### config.mk
export PLATFORM = sky130hd
export DESIGN_NAME = instbuf_flow_ctrl
export DESIGN_NICKNAME = d
export VERILOG_FILES = /design/src/rtl/instbuf_flow_ctrl.sv
export SDC_FILE = /design/constraint.sdc
export NUM_CORES = 1
export LEC_CHECK = 0
export CORE_ASPECT_RATIO = 0.6
export CORE_MARGIN = 2
export CORE_UTILIZATION = 40
export CTS_BUF_LIST = sky130_fd_sc_hd__clkbuf_8
export CTS_CLUSTER_SIZE = 24
export DETAILED_ROUTE_END_ITERATION = 6
export DONT_BUFFER_PORTS = 1
export GPL_ROUTABILITY_DRIVEN = 1
export SLEW_MARGIN = 10
export SYNTH_ARGS = -nofsm -noshare
export SYNTH_HDL_FRONTEND = slang
export SYNTH_SLANG_ARGS = --single-unit
### constraint.sdc
create_clock -name clk -period 3.3 [get_ports clk]
set_input_delay 0.33 -clock clk [delete_from_list [all_inputs] [get_ports clk]]
set_output_delay 0.33 -clock clk [all_outputs]
set_load 0.05 [all_outputs]
### src/rtl/instbuf_flow_ctrl.sv
// Occupancy and flow controller for the decoded-instruction buffer.
// Owns head/tail/count, compacts sparse decode lanes and sequences flush recovery.
module instbuf_flow_ctrl #(
  parameter int unsigned QUEUE_DEPTH    = 32,
  parameter int unsigned QUEUE_LOG      = 5,
  parameter int unsigned FETCH_WIDTH    = 8,
  parameter int unsigned DISPATCH_WIDTH = 4,
  parameter int unsigned FLUSH_CYCLES   = 2
) (
  input  logic                             clk,
  input  logic                             reset,
  input  logic                             flush_i,
  input  logic                             stall_i,
  input  logic                             decodeReady_i,
  input  logic [FETCH_WIDTH-1:0]           decodedVector_i,
  output logic [FETCH_WIDTH-1:0]           writeEnable_o,
  output logic [FETCH_WIDTH*QUEUE_LOG-1:0] writeAddr_o,
  output logic [QUEUE_LOG-1:0]             readAddrBase_o,
  output logic                             dispatchValid_o,
  output logic                             stallFetch_o,
  output logic [QUEUE_LOG:0]               instCount_o,
  output logic                             flushBusy_o
);

  localparam int unsigned CNT_W        = QUEUE_LOG + 1;
  localparam int unsigned LANE_W       = $clog2(FETCH_WIDTH + 1);
  localparam int unsigned FC_W         = (FLUSH_CYCLES > 1) ? $clog2(FLUSH_CYCLES) : 1;
  localparam int unsigned STALL_THRESH = QUEUE_DEPTH - FETCH_WIDTH;

  typedef enum logic [1:0] {
    ST_INIT  = 2'd0,
    ST_RUN   = 2'd1,
    ST_FLUSH = 2'd2
  } state_e;

  state_e               state_q, state_d;
  logic [QUEUE_LOG-1:0] head_q, head_d;
  logic [QUEUE_LOG-1:0] tail_q, tail_d;
  logic [CNT_W-1:0]     count_q, count_d;
  logic [FC_W-1:0]      flush_cnt_q, flush_cnt_d;

  logic                 accept;
  logic                 fire;
  logic [LANE_W-1:0]    lane_off;
  logic [LANE_W-1:0]    num_in;

  // Lane compaction: each valid lane lands at tail plus the number of valid lanes below it.
  always_comb begin
    lane_off        = '0;
    writeAddr_o     = '0;
    stallFetch_o    = (state_q != ST_RUN) | (count_q > CNT_W'(STALL_THRESH));
    accept          = decodeReady_i & ~stallFetch_o & ~flush_i;
    writeEnable_o   = accept ? decodedVector_i : '0;
    for (int unsigned k = 0; k < FETCH_WIDTH; k++) begin
      writeAddr_o[k*QUEUE_LOG +: QUEUE_LOG] = tail_q + QUEUE_LOG'(lane_off);
      lane_off = lane_off + LANE_W'(decodedVector_i[k]);
    end
    num_in          = accept ? lane_off : '0;
    dispatchValid_o = (state_q == ST_RUN) & (count_q >= CNT_W'(DISPATCH_WIDTH));
    fire            = dispatchValid_o & ~stall_i & ~flush_i;
  end

  assign readAddrBase_o = head_q;
  assign instCount_o    = count_q;
  assign flushBusy_o    = (state_q == ST_FLUSH);

  // Next-state: flush overrides everything; otherwise pointers and count track writes/dispatch.
  always_comb begin
    state_d     = state_q;
    head_d      = head_q;
    tail_d      = tail_q;
    count_d     = count_q;
    flush_cnt_d = flush_cnt_q;
    if (flush_i) begin
      state_d     = ST_FLUSH;
      head_d      = '0;
      tail_d      = '0;
      count_d     = '0;
      flush_cnt_d = FC_W'(FLUSH_CYCLES - 1);
    end else begin
      tail_d  = tail_q + QUEUE_LOG'(num_in);
      head_d  = fire ? head_q + QUEUE_LOG'(DISPATCH_WIDTH) : head_q;
      count_d = count_q + CNT_W'(num_in) - (fire ? CNT_W'(DISPATCH_WIDTH) : CNT_W'(0));
      case (state_q)
        ST_INIT: state_d = ST_RUN;
        ST_FLUSH: begin
          if (flush_cnt_q == '0) begin
            state_d = ST_RUN;
          end else begin
            flush_cnt_d = flush_cnt_q - FC_W'(1);
          end
        end
        default: state_d = state_q;
      endcase
    end
  end

  always_ff @(posedge clk or negedge reset) begin
    if (!reset) begin
      state_q     <= ST_INIT;
      head_q      <= '0;
      tail_q      <= '0;
      count_q     <= '0;
      flush_cnt_q <= '0;
    end else begin
      state_q     <= state_d;
      head_q      <= head_d;
      tail_q      <= tail_d;
      count_q     <= count_d;
      flush_cnt_q <= flush_cnt_d;
    end
  end

  // Structural invariants of the circular buffer.
  a_count_bound: assert property (@(posedge clk) disable iff (!reset)
    count_q <= CNT_W'(QUEUE_DEPTH));
  a_ptr_invariant: assert property (@(posedge clk) disable iff (!reset)
    tail_q == head_q + QUEUE_LOG'(count_q));
  a_no_write_stalled: assert property (@(posedge clk) disable iff (!reset)
    stallFetch_o |-> (writeEnable_o == '0));

endmodule

==> results of run 1 <==
-- critical path: cells and delay by family --
kind,cells,cell delay [ns]
AO/OA/AOI/OAI,4,0.52
XOR/XNOR,3,0.58
AND/OR/NAND/NOR,2,0.16
adder cells (fa/ha/maj),7,2.28
multiplexers,1,0.22
buffers and inverters,1,0.05
-- per-layer routing --
layer	vias up	routed length [um]	global-route usage, %	part of all wire [%]
met2	46	3489	36.76	48
met1	1059	3483	31.20	48
li1	1063	-	-	-
met3	4	273	3.776	3.8
met4	0	28	2.196	0.38
met5	-	0	0	0
-- how the worst max path moves through the flow --
| stage | to | cells after the start | slack (ns) | startpoint |
|---|---|---|---|---|
| finish | instCount_o[5] | 18 | -0.70 | decodedVector_i[2] |
| global route | instCount_o[5] | 18 | -0.80 | decodedVector_i[2] |
| CTS | writeAddr_o[39] | 14 | -0.55 | decodedVector_i[2] |
| detailed placement | instCount_o[5] | 18 | -0.86 | decodedVector_i[2] |
| global placement | instCount_o[5] | 18 | -0.74 | decodedVector_i[2] |
| floorplan | instCount_o[5] | 18 | -0.68 | decodedVector_i[2] |
-- state kept, by name (all words and copies together), names as in the netlist --
| register | flops |
|---|---|
| instCount_o | 6 |
| tail_q | 5 |
| readAddrBase_o | 3 |
| state_q | 2 |
| flush_cnt_q | 1 |
-- what timing repair did --
item,CTS,global route
hold endpoints to repair,17,0
resized for setup,30,19
endpoints found under the setup margin,16,17
pin swaps,24,26
buffers inserted,14,7
hold buffers,1,0
-- cell families (layout without fill, tap and decap cells) --
logic type | Yosys count | in the layout | share of synthesized area (%)
muxes | 3 | 3 | 1.300
xor gates and xnor gates | 43 | 43 | 17.47
buffers and inverters | 39 | 141 | 6.396
AOI/OAI and AO/OA | 41 | 41 | 11.34
other | 1 | 2 | 0.1559
DFF | 17 | 17 | 17.68
and+or+nand+nor | 58 | 58 | 12.27
adders and majority gates | 59 | 59 | 33.39
-- final cells by class --
class                           count  share of cell area (%)
Clock buffer                        3                   1.000
Clock inverter                      1                  0.1212
Inverter                           30                   3.000
Multi-Input combinational cell    206                   56.97
Sequential cell                    17                   10.30
Tap cell                           80                   2.424
Timing Repair Buffer              107                   26.18
-- stage by stage --
stage	setup slack (ns)	area [um^2]	instances	utilization, %	power, mW
5_1_grt	-0.8012	4129	444	72.42	2.013
3_3_place_gp	-0.7370	3716	424	65.17	1.504
4_1_cts	-0.5472	4039	442	70.84	1.810
2_1_floorplan	-0.6814	2736	262	-	1.092
6_report	-0.6999	4129	444	72.42	1.914
3_5_place_dp	-0.8553	3716	424	65.17	1.528
-- placed cells by master, fill, tap and decap left out, drive strengths merged, types with 2 or more instances in the layout --
| master | n |
|---|---|
| o21bai | 3 |
| xor2 | 16 |
| nand2 | 11 |
| fa | 9 |
| ha | 49 |
| nor2b | 6 |
| xnor2 | 25 |
| nand3 | 4 |
| conb | 2 |
| and2 | 11 |
| inv | 29 |
| a21o | 12 |
| mux2i | 2 |
| o21ai | 3 |
| a21oi | 18 |
| nand2b | 3 |
| dfrtp | 17 |
| clkbuf | 3 |
| buf | 106 |
| nor2 | 19 |
-- power groups by stage --
| stage | clock (mW) | combinational (mW) | sequential (mW) |
|---|---|---|---|
| after floorplan | 0 | 0.785 | 0.306 |
| after global placement | 0 | 1.25 | 0.250 |
| after detailed placement | 0 | 1.28 | 0.251 |
| after CTS | 0.159 | 1.40 | 0.247 |
| after global routing | 0.172 | 1.59 | 0.251 |
| final | 0.159 | 1.51 | 0.248 |
==> impl_metrics.yaml, run 1 <==
status:
  status: "finished, violations left"
  violations: "negative setup slack"
layout:
  area_growth_pct: 71.61
  nFillCells: 390
  nNetsFinal: 436
  antenna_cells: 0
  multi_input_area_mm2: 0.002352
  drive_gt1_share_pct: 46.70
  ff_latch_area_um2: 425.4
run:
  cap_violations: 0
floorplan:
  coreArea_mm2: 0.005702
  start_util_pct: 42.20
  rows: 21
  die-width_um: 104.1
  ios: 75
  dieHeight_um: 64.08
  die-area_mm2: 0.006672
worst_hold_path:
  hp-class: "in -> reg"
  min_path_cells: 1
  hold_path_end: "state_q[0]"
  hold_start: "flush_i"
clock_tree:
  cts.sinks: 17
  root_buffer: "clkbuf_8"
  cts_made_buffers: 3
  htree_levels: 1
  clockBufferDepth: 2
  cts_tree: "yes"
  clk_latency_ns: 0.25
  clk_pin_slew_ns: 0.07
logic_synthesis:
  synth_common_cells: "ha_1, inv_1, xnor2_1"
  synth_top_area_share_pct: 25.48
  synth_top_area_cell: "ha_1"
  synth-edff-count: 0
  synth_cell_types: 37
  yosysSeqAreaShare_pct: 17.68
  yosys-top-cells-area: "ha_1, dfrtp_1, xnor2_1"
  yosysMostFrequentCell: "ha_1"
  yosysWarnings: 0
  syn_inst: 261
  syn_area_mm2: 0.002406
  avgSynthCellArea_um2: 9.219
  synthFlopType: "dfrtp_1"
  yosys_register_bits: 17
  synthArstFlopShare_pct: 100.0
power_and_ir_drop:
  power_leakage_nw: 2.098
  power_density_mw_per_mm2: 463.5
  power_frac_clock_pct: 8.3
  seq_power_share_pct: 13.0
  netSwitchingFraction_pct: 47.20
  intPower_mw: 1.010
  p_sw_mw: 0.9033
  ir_worst_vdd_v: 0.0003660
  combPwrFrac_pct: 78.7
sta:
  slew_headroom_pct: 26.06
  fin_crit_ns: 4.000
  hold_ws_ns: 0.1302
  hold_viol: 0
  setup_ws_ns: -0.6999
  rsz0062_at_grt: "true"
  fin_skew_ns: 0.003529
  drv_slew: 0
  worstMarginPinSlew_ns: 1.107
  tns_ns: -6.815
  setup_violations: 17
  max_freq_ghz: 0.2500
  fin_crit_sh_pct: 121.2
placed_design:
  gp_congestion: 0.8669
  portBuffers: 0
  hpwl_um: 5511
global_routing:
  grt_pass1_vias: 2238
  grt_pass1_wl_um: 11580
  gr-total-overflow: 0
  antenna_found_initial: 0
  grt_use_total_pct: 22.02
  grt_max_degree: 20
worst_setup_path:
  cp.arrival_ns: 4.14
  worstPathCellList: "fa_2 -> ha_4 -> ha_4 -> ha_4 -> ha_4 -> mux2i_2 -> o21ai_2 -> xnor2_2 -> xor2_1 -> nand2_1 -> fa_1 -> inv_2 -> ha_4 -> a21oi_4 -> o21bai_1 -> a21oi_2 -> xnor2_1 -> nor2_1"
  r2r_end: "instCount_o[5]"
  worstPathMaxFanout: 3
  slowest_stage: "fa_2"
  crit_path_max_incr_delay_ns: 0.59
  cp_common_cell: "ha_4"
  r2r_setup_slack_ns: 0.06
  cp-start-kind: "input port"
  reg2reg_depth: 15
  path_class: "in -> reg"
  crit_required_ns: 3.44
  regToRegStartpoint: "instCount_o[5]"
  end_kind: "flop"
route:
  num_vias: 2172
  dr.pass1.iters: 4
  drtIter0Drc: 79
  drt-wirelength-per-cell_um: 16.39
  antenna_left: 0
  via_per_inst: 4.892
  drc: 0
  wl_um: 7275
No activity file was read; power rests on OpenSTA's default activity.
==> run 2, diff against run 1 <==
--- a/config.mk
+++ b/config.mk
@@ -13,7 +13,7 @@
 export DETAILED_ROUTE_END_ITERATION = 6
 export DONT_BUFFER_PORTS = 1
 export GPL_ROUTABILITY_DRIVEN = 1
-export SLEW_MARGIN = 10
+export SLEW_MARGIN = 20
 export SYNTH_ARGS = -nofsm -noshare
 export SYNTH_HDL_FRONTEND = slang
 export SYNTH_SLANG_ARGS = --single-unit
==> results of run 2 <==
No change in the layout: final DEF, timing and power equal those of run 1.
==> run 3, diff against run 2 <==
--- a/config.mk
+++ b/config.mk
@@ -8,7 +8,6 @@
 export CORE_ASPECT_RATIO = 0.6
 export CORE_MARGIN = 2
 export CORE_UTILIZATION = 40
-export CTS_BUF_LIST = sky130_fd_sc_hd__clkbuf_8
 export CTS_CLUSTER_SIZE = 24
 export DETAILED_ROUTE_END_ITERATION = 6
 export DONT_BUFFER_PORTS = 1
==> results of run 3 <==
No change in the layout: final DEF, timing and power equal those of run 1.
